==> config.mk <==
export PLATFORM = sky130hd
export DESIGN_NAME = axi4_mem_slave_p
export DESIGN_NICKNAME = d
export VERILOG_FILES = /design/src/rtl/axi4_mem_slave_p.sv
export SDC_FILE = /design/constraint.sdc
export NUM_CORES = 1
export LEC_CHECK = 0
export ABC_AREA = 1
export BUFFER_PORTS_ARGS = -buffer_cell sky130_fd_sc_hd__buf_2
export CAP_MARGIN = 30
export CORE_MARGIN = 1
export CORE_UTILIZATION = 55
export CTS_BUF_LIST = sky130_fd_sc_hd__clkbuf_4 sky130_fd_sc_hd__clkbuf_8 sky130_fd_sc_hd__clkbuf_16
export DETAILED_ROUTE_END_ITERATION = 12
export PLACE_DENSITY_LB_ADDON = 0.2
export SYNTH_ARGS = -nofsm -noshare
export SYNTH_HDL_FRONTEND = slang
export SYNTH_SLANG_ARGS = --single-unit
==> constraint.sdc <==
create_clock -name CLK -period 3.2 [get_ports CLK]
set_clock_uncertainty 0.05 [all_clocks]
set_input_delay 0.8 -clock CLK [delete_from_list [all_inputs] [get_ports CLK]]
set_output_delay 0.8 -clock CLK [all_outputs]
set_load 0.005 [all_outputs]
==> src/rtl/axi4_mem_slave_p.sv <==
// Parametrised AXI4-Lite-style word-addressed memory slave with byte strobes,
// out-of-order AW/W acceptance and SLVERR for addresses at or beyond DEPTH.
module axi4_mem_slave_p #(
  parameter int unsigned DATA_WIDTH = 32,
  parameter int unsigned ADDR_WIDTH = 5,
  parameter int unsigned DEPTH      = 32
) (
  input  logic                      CLK,
  input  logic                      RESET_N,
  input  logic [ADDR_WIDTH-1:0]     A_W_ADDR,
  input  logic                      A_W_VALID,
  output logic                      A_W_READY,
  input  logic [DATA_WIDTH-1:0]     W_DATA,
  input  logic [DATA_WIDTH/8-1:0]   W_STRB,
  input  logic                      W_VALID,
  output logic                      W_READY,
  output logic [1:0]                B_RESP,
  output logic                      B_VALID,
  input  logic                      B_READY,
  input  logic [ADDR_WIDTH-1:0]     A_R_ADDR,
  input  logic                      A_R_VALID,
  output logic                      A_R_READY,
  output logic [DATA_WIDTH-1:0]     R_DATA,
  output logic [1:0]                R_RESP,
  output logic                      R_VALID,
  input  logic                      R_READY
);

  localparam int unsigned STRB_WIDTH = DATA_WIDTH / 8;
  localparam int unsigned IDX_WIDTH  = (DEPTH > 1) ? $clog2(DEPTH) : 1;
  localparam logic [1:0]  RESP_OKAY   = 2'b00;
  localparam logic [1:0]  RESP_SLVERR = 2'b10;

  typedef enum logic [1:0] {
    WR_IDLE,
    WR_NEED_DATA,
    WR_NEED_ADDR,
    WR_RESP
  } wr_state_t;

  typedef enum logic {
    RD_IDLE,
    RD_DATA
  } rd_state_t;

  wr_state_t wr_state;
  rd_state_t rd_state;

  logic [DATA_WIDTH-1:0] mem [DEPTH];

  logic [ADDR_WIDTH-1:0] aw_addr_q;
  logic [DATA_WIDTH-1:0] w_data_q;
  logic [STRB_WIDTH-1:0] w_strb_q;

  logic                  aw_hs;
  logic                  w_hs;
  logic                  ar_hs;
  logic                  commit;
  logic [ADDR_WIDTH-1:0] cm_addr;
  logic [DATA_WIDTH-1:0] cm_data;
  logic [STRB_WIDTH-1:0] cm_strb;
  logic                  cm_in_range;
  logic                  ar_in_range;

  // Commit operands come from the live bus or from whichever half was latched earlier.
  always_comb begin
    aw_hs       = A_W_VALID & A_W_READY;
    w_hs        = W_VALID & W_READY;
    ar_hs       = A_R_VALID & A_R_READY;
    cm_addr     = (wr_state == WR_NEED_DATA) ? aw_addr_q : A_W_ADDR;
    cm_data     = (wr_state == WR_NEED_ADDR) ? w_data_q : W_DATA;
    cm_strb     = (wr_state == WR_NEED_ADDR) ? w_strb_q : W_STRB;
    cm_in_range = 64'(cm_addr) < 64'(DEPTH);
    ar_in_range = 64'(A_R_ADDR) < 64'(DEPTH);
    commit      = 1'b0;
    unique case (wr_state)
      WR_IDLE:      commit = aw_hs & w_hs;
      WR_NEED_DATA: commit = w_hs;
      WR_NEED_ADDR: commit = aw_hs;
      WR_RESP:      commit = 1'b0;
      default:      commit = 1'b0;
    endcase
  end

  // Storage has no reset so contents survive RESET_N.
  always_ff @(posedge CLK) begin
    if (commit && cm_in_range) begin
      for (int k = 0; k < int'(STRB_WIDTH); k++) begin
        if (cm_strb[k]) mem[IDX_WIDTH'(cm_addr)][8*k +: 8] <= cm_data[8*k +: 8];
      end
    end
  end

  always_ff @(posedge CLK or negedge RESET_N) begin
    if (!RESET_N) begin
      wr_state  <= WR_IDLE;
      A_W_READY <= 1'b0;
      W_READY   <= 1'b0;
      B_VALID   <= 1'b0;
      B_RESP    <= RESP_OKAY;
      aw_addr_q <= '0;
      w_data_q  <= '0;
      w_strb_q  <= '0;
    end else if (commit) begin
      wr_state  <= WR_RESP;
      A_W_READY <= 1'b0;
      W_READY   <= 1'b0;
      B_VALID   <= 1'b1;
      B_RESP    <= cm_in_range ? RESP_OKAY : RESP_SLVERR;
    end else begin
      unique case (wr_state)
        WR_IDLE: begin
          A_W_READY <= 1'b1;
          W_READY   <= 1'b1;
          if (aw_hs) begin
            aw_addr_q <= A_W_ADDR;
            A_W_READY <= 1'b0;
            wr_state  <= WR_NEED_DATA;
          end else if (w_hs) begin
            w_data_q <= W_DATA;
            w_strb_q <= W_STRB;
            W_READY  <= 1'b0;
            wr_state <= WR_NEED_ADDR;
          end
        end
        WR_NEED_DATA, WR_NEED_ADDR: begin
        end
        WR_RESP: begin
          if (B_READY) begin
            B_VALID   <= 1'b0;
            B_RESP    <= RESP_OKAY;
            A_W_READY <= 1'b1;
            W_READY   <= 1'b1;
            wr_state  <= WR_IDLE;
          end
        end
        default: wr_state <= WR_IDLE;
      endcase
    end
  end

  // Read sees pre-commit contents when AR and a write commit share an edge.
  always_ff @(posedge CLK or negedge RESET_N) begin
    if (!RESET_N) begin
      rd_state  <= RD_IDLE;
      A_R_READY <= 1'b0;
      R_VALID   <= 1'b0;
      R_DATA    <= '0;
      R_RESP    <= RESP_OKAY;
    end else begin
      unique case (rd_state)
        RD_IDLE: begin
          A_R_READY <= 1'b1;
          if (ar_hs) begin
            A_R_READY <= 1'b0;
            R_VALID   <= 1'b1;
            R_DATA    <= ar_in_range ? mem[IDX_WIDTH'(A_R_ADDR)] : '0;
            R_RESP    <= ar_in_range ? RESP_OKAY : RESP_SLVERR;
            rd_state  <= RD_DATA;
          end
        end
        RD_DATA: begin
          if (R_READY) begin
            R_VALID   <= 1'b0;
            A_R_READY <= 1'b1;
            rd_state  <= RD_IDLE;
          end
        end
        default: rd_state <= RD_IDLE;
      endcase
    end
  end

endmodule

==> impl.org, run 1 <==
** Status
- The flow ran to the end, and the final reports show no timing, DRC or antenna violations.

** Synthesis
- Sequential elements use between 70 and 80% of the synthesized area.
- After synthesis the cells add up to between 40000 and 50000 um2.
- Main combinational cell family by area after synthesis :: simple AND/OR/NAND/NOR gates
- In this run, distinct cell masters in the synthesized netlist total 26.
- Counting flops and latches in the post-synthesis netlist gives 1105.
- Area fraction of the dominant cell type after synthesis :: 68.0%
- Fraction of synthesized area in multiplexers :: less than 1%
- Averaged over all synthesized cells, the footprint is approximately 11 um2.
- Largest cells by area after synthesis :: edfxtp_1, nand2_1, nand3_1, dfrtp_1, buf_2
- Synthesized-area fraction occupied by ao, oa, aoi and oai cells :: less than 1%
- For this run, the number of Yosys warnings is 0.
- After Yosys synthesis, full adders, half adders and majority gates account for 0% of the synthesized area.
- Counting every instance in the synthesized netlist gives 3996.
- Summed over all instances, the cell type with the most area after synthesis is edfxtp_1.
- Of the total synthesized cell area, the portion taken by AND, OR, NAND and NOR gates is between 20 and 25%.
- Xor and xnor area share after synthesis :: 0%

** Detailed routing
- Wires add up to between 100 and 150 mm.
- The routed layout has slightly above 30000 vias.
- The detailed router finished its first iteration with between 3000 and 4000 violations.
- Number of nets with antenna violations after routing :: 0
- For this run, the detailed router's first-pass iteration total came to 7.
- Ratio of routed vias to standard cells :: 5.77
- Detailed-route DRC error count :: 0
- After detailed routing, the average wire length per cell comes to between 20 and 25 um.

** Timing
- The smallest clock period supported by the final layout is computed as 2870 ps.
- The number of hold violations in the final report is 0.
- Of the available clock period, the critical path in the final layout requires around 90%.
- Setup repair after global routing left no endpoint under its margin.
- The tightest hold path in the finished design has a slack of approximately 13 ps.
- Transition time at the pin with the least slew margin :: approximately 640 ps
- In this run the tightest slew margin relative to its limit is approximately 57%.
- Total count of max-transition violations in the final report :: 0
- Based on the critical path, the design can be clocked at up to 0.349 GHz.
- Setup total negative slack on the finished layout was measured at 0 ps.
- Endpoints failing setup :: 0

** Clocking
- Clock Pin Slew Worst Setup and Hold Paths :: roughly 60 ps
- TritonCTS Buffers :: 110
- Post-CTS repair timing setup buffer count :: 0
- Clock latency on the worst-skew pair, taken at its later pin, is ~700 ps.
- Post-cts repair resize count :: 0
- CTS tree :: done
- Max H-tree Level :: 3
- Clock tree root driver cell :: clkbuf_16
- Hold repair after CTS inserted 0 buffers.
- Counting along the longest clock path gives a buffer depth of 3.
- Clock sink count :: between 1000 and 1500

** Worst setup path
- Worst reg2reg path depth :: 9
- Arrival time at the worst endpoint :: roughly 3200 ps
- STA classifies the critical path startpoint as a register.
- Largest driver fanout on the critical path :: 12
- Worst R2R Start :: wr_state[1]
- The setup path with the least slack is of type register to register.
- The critical path goes through inv_2, nand2_2, nand2_1, o21ai_1, nand2_1, nor2_1, nand2_1, nor2_1, buf_4.
- The most numerous cell type found on the critical path is nand2_1.
- Among all stages on the critical path, the largest delay is contributed by dfrtp_1.
- Data on the critical path is required at its endpoint by 3530 ps.
- Kind of capture point of the worst setup path :: register
- Max incr delay on CP :: about 530 ps
- The worst register-to-register path ends at mem[15][26].
- The worst register-to-register path has a setup slack of 330 ps.

** Power
- Worst ir drop on vdd :: approximately 0.00073 V
- Final total power :: between 40 and 50 mW
- Power spread over the standard cell area amounts to around 780 nW/um2.
- Leakage Power :: just under 20 nW

** Die
- # IOs :: 94
- Die height :: ~290 um
- Die ar. :: 83300 um2
- Die width :: 289 um
- Once the floorplan was initialized, standard cells occupied a little under three fifths of the core.
- After floorplanning, the core was divided into 104 placement rows.
- Placeable Area :: a little over 80000 um2

** Worst hold path
- In this run the worst hold path is classified as input pin to asynchronous set/reset pin.

** Layout
- Most common library cell in the layout ignoring fill and taps :: nand2_1
- At the end of the flow, the number of nets in the layout was between 4000 and 5000.
- From synthesis to final layout, the design area changed by 15.2%.
- End-of-flow core utilization :: about 64%
- The number of antenna diodes in the final layout is 0.
- The top cell types in the final layout, fill and taps aside, are nand2_1, edfxtp_1, nand3_1, buf_4, nor2_1.
- The post-route netlist has ~14% of its cells at a drive strength greater than 1.

** GRT
- Number of global-route vias before repair :: between 20000 and 30000
- In the global route stage, overall resource usage came out at 29.6%.
- Number of antenna violations at the first check in global routing :: 1
- Largest net degree at the start of global routing :: approximately 110
- Final global-route overflow total :: 0
- Wire length of the first global-routing pass :: 181 mm

** Place
- Port buffering added 89 buffers.
- Once detailed placement completed, the half-perimeter wirelength came to 75.3 mm.
- Final GP Congestion :: around 0.9

** Run
- Across the run, the number of max-cap violations was 0.
-- registers in the layout, summed over array words and instances, names as in the netlist, 2 cells and up --
register / flops
w_data_q: 32
aw_addr_q: 5
wr_state: 2
mem: 1024
w_strb_q: 4
R_DATA: 32
-- critical path, delay by kind of cell (launching register included) --
| kind | cells | cell delay, ps |
|---|---|---|
| flops | 1 | 530 |
| simple gates | 6 | 1430 |
| buf+inv | 2 | 250 |
| compound gates | 1 | 300 |
-- cells in the mapped netlist --
library cell,number
nand2_1,1438
edfxtp_1,1024
nand3_1,869
nor2_1,172
buf_2,151
dfrtp_1,81
clkbuf_1,71
inv_1,49
o21ai_0,40
a21oi_1,35
buf_1,20
buf_4,13
mux2_2,8
inv_2,7
nor2_2,3
nor2_4,3
o21ai_2,3
a21o_1,1
a21oi_2,1
buf_6,1
conb_1,1
nand2_2,1
o21ai_1,1
o21ai_4,1
o22a_1,1
or2_2,1
-- final cells by class --
cell class                      count  area (um2)
Clock buffer                      144        3150
Clock inverter                     60         617
Fill cell                        6167       28900
Inverter                           56         228
Multi-Input combinational cell   2582       11100
Sequential cell                  1105       32800
Tap cell                         1060        1330
Timing Repair Buffer              351        2840
-- how the worst max path moves through the flow --
stage,slack [ps],end,startpoint
2_1_floorplan,700,mem[0][10],wr_state[1]
3_3_place_gp,310,mem[22][0],A_W_VALID
3_5_place_dp,320,mem[22][2],A_W_VALID
4_1_cts,390,mem[15][26],wr_state[1]
5_1_grt,150,mem[15][25],wr_state[1]
6_report,330,mem[15][26],wr_state[1]
-- layer usage --
metal  vias to the layer above  share of wire [%]  GRT usage (%)
met2                      1540                 45           44.7
li1                      14243                  -              -
met1                     14857                 41           42.5
met3                       275                9.8           5.51
met4                         2                4.4           12.8
met5                         -              0.011              0
-- where the power goes --
part	leakage (nW)	switching, mW	total (mW)	internal [mW]
combinational	7.77	6.30	7.94	1.64
clock	1.88	5.35	13.2	7.86
sequential	10.2	0.404	19.3	18.9
total	19.8	12.1	40.4	28.4
-- through the flow --
| stage | setup slack, ps | std cells | instance area [um2] |
|---|---|---|---|
| finish | 331 | 5358 | 52100 |
| global route | 150 | 5358 | 52100 |
| CTS | 386 | 5358 | 52100 |
| detailed placement | 317 | 5154 | 48300 |
| global placement | 313 | 5154 | 48300 |
| floorplan | 701 | 3999 | 45200 |
-- cell families (layout without fill, tap and decap cells) --
logic type      Yosys count  count (layout)
other cells               1               4
flops                  1105            1105
buf+inv                 312             611
mux                       8               8
compound gates           83              83
simple gates           2487            2487
Power figures use the tool's default switching activity.
==> run 2: changes to the inputs <==
- RECOVER_POWER: default -> 100
==> impl.org, run 2 (synthesized netlist as in run 1, its figures left out) <==
** Clocking
- In this run, CTS created clock tree buffers numbering 110.
- The later pin in the worst-skew pair is clocked with a latency of ~680 ps.
- The clock net in this run drives a total of approximately 1100 sinks.
- For this design, the CTS-stage hold fixing added 0 buffers.
- CTS tree :: done
- The clock tree synthesis step divided the H-tree into 3 levels.
- Clock tree root driver cell :: clkbuf_16
- Post-CTS repair timing setup buffer count :: 0
- Post-CTS repair changed the size of 0 cells.
- Clock Pin Slew Worst Setup and Hold Paths :: around 60 ps
- Max Root-Sink Buffers :: 3

** Timing
- The number of max-slew violations in the final report is 65.
- Final TNS setup :: 0 ps
- Post-route clock period utilization :: 94.9%
- Unrepaired setup endpoints after global routing :: no
- Highest clock frequency the design can meet :: 0.329 GHz
- Endpoints failing setup :: 0
- Transition time at the pin with the least slew margin :: 2310 ps
- The routed design could run at a clock period as short as 3040 ps.
- The number of hold violations in the final report is 0.
- Relative slew margins :: -54.1%

** Layout
- After the last flow step, the layout net total stands at 4259.
- End-of-flow core utilization :: a little under two thirds
- With fillers left out, the area of the finished cells amounts to ~52000 um2.
- Counting flops per register, the top entry is mem.
- In the layout the commonest cells are nand2_1, edfxtp_1, nand3_1, nor2_1, clkbuf_16.
- Excluding fillers, the count of instances in the completed layout stands at between 5000 and 6000.
- The register with the most flip-flops in the layout has around 1000 of them.
- Leaving out fill and tap cells, the most frequent cell in the layout is nand2_1.
- From synthesis to final layout, the design area changed by 14.1%.
- The largest registers in the layout are mem (1024), R_DATA (32), w_data_q (32).
- Cells with a size suffix above 1 make up ~11% of the layout.

** Worst hold path
- Class of the most critical hold timing path :: input pin to register
- The worst hold path begins at R_READY.

** Detailed routing
- Detailed-route DRC error count :: 0
- In the routed layout, each cell is associated on average with a via count of roughly 5.8.
- The detail route stage leaves a number of antenna-violating nets equal to 0.
- Across all layers, the routed design uses 30948 vias.
- Number of DRC markers after the initial detailed-route iteration :: 3886
- Drt wl/cell :: 22.8 um
- The first detailed-routing pass took 8 iterations.
- The final layout contains routed wiring with a total length of around 120 mm.

** GRT
- Global routing used between 20% and 30% of the available tracks across all layers.
- Largest net degree at the start of global routing :: roughly 110
- Wire length of the first global-routing pass :: around 180 mm
- Final global-route overflow total :: 0
- Number of antenna violations at the first check in global routing :: 1
- The number of global-route vias before repair was 29616.

** Worst setup path
- For the worst setup path, the data arrival time is about 3300 ps.
- STA classifies the critical path startpoint as a register.
- Slack of the worst reg-to-reg path :: approximately 160 ps
- Worst setup path start :: wr_state[1]
- Data on the critical path is required at its endpoint by between 3000 and 4000 ps.
- Kind of critical path :: register to register
- In this run the worst path has a maximum fanout of 12.
- STA classifies the critical path endpoint as a register.
- The startpoint identified for the worst register-to-register timing path is wr_state[1].

** Status
- The run finished, with violations left.
- Violations in the final reports :: max-capacitance violations, max-slew violations

** Power
- Pwr/cell area :: just under 800 nW/um2
- In this run the static leakage power is 19.3 nW.
- Worst ir drop on vdd :: around 0.00072 V
- The design draws ~40 mW.

** Run
- Max-cap check violation count :: 2

** Place
- Cell Area, Placed :: slightly below 50000 um2
- Placed wire-length estimate after detailed placement :: approximately 75 mm
- In this run, placement finished with an instance count of 5154.
- Routability-driven placement finished with a final weighted congestion of approximately 0.88.
- Port buffering added 89 buffers.

** Die
- In this run the horizontal extent of the chip is 289 um.
- For this configuration, the core starts out at a cell density of 55.8%.
- The region available for standard cell placement spans 80900 um2.
- Measured along the y axis, the die boundary spans 289 um.
- Die ar. :: ~83000 um2
- The floorplan has 104 rows.
- # IOs :: 94
-- run 2: cell types whose count changed in the layout (fill, tap and decap cells not counted), moves of 2 or more --
cell      before  now
clkbuf_1       0  113
a21oi_2       33   31
nor2_2         3    1
nand3_1      867  869
a21oi_1        3    5
buf_4        232   71
buf_1          0    2
clkbuf_2       0   53
nand3_2        2    0
buf_2         85   59
nor2_1       172  174
clkbuf_4      19   39
-- run 2: worst max-delay path: stages, from the launching register on --
cell      delay, ps
dfrtp_1         520
clkinv_1        130
nand2_2         250
nand2_1         120
o21ai_2         200
inv_2           120
nor2_4          240
nand2_1         440
nor2_1          210
clkbuf_1        380
-- run 2: path summary, 6_finish.rpt --
path / endpoint / depth (start not counted)
setup / recovery: mem[28][10] / 9
hold / removal: R_VALID / 2
setup reg to reg: mem[28][10] / 9
hold reg to reg: R_VALID / 1
max in group asynchronous: R_DATA[27] / 2
min in group asynchronous: w_data_q[23] / 1
-- run 2: through the flow --
step                hold WS, ps  setup WS [ps]
detailed placement          402            317
global placement            381            313
global route                254           78.4
finish                      264            163
floorplan                   367            701
CTS                        5.15            386
-- run 2: report_power, final --
| part | internal [mW] | switching [mW] |
|---|---|---|
| sequential | 18.9 | 0.411 |
| clock | 7.86 | 5.34 |
| combinational | 1.46 | 6.29 |
| total | 28.2 | 12.0 |
-- run 2: cell type report --
| type | count | area, um2 |
|---|---|---|
| multi-input combinational | 2582 | 11100 |
| clock buffer | 144 | 3150 |
| clock inverter | 60 | 617 |
| inverter | 56 | 228 |
| antenna | 1 | 2.50 |
| fill | 6288 | 29400 |
| sequential | 1105 | 32800 |
| timing repair buffer | 351 | 2330 |
| tap | 1060 | 1330 |
-- run 2: layer usage --
| metal | up-vias | global-route usage, % | routed length (um) |
|---|---|---|---|
| li1 | 14243 | - | - |
| met1 | 14895 | 42.5 | 50100 |
| met2 | 1534 | 44.7 | 55200 |
| met3 | 274 | 5.51 | 11700 |
| met4 | 2 | 12.8 | 5260 |
| met5 | - | 0 | 13 |
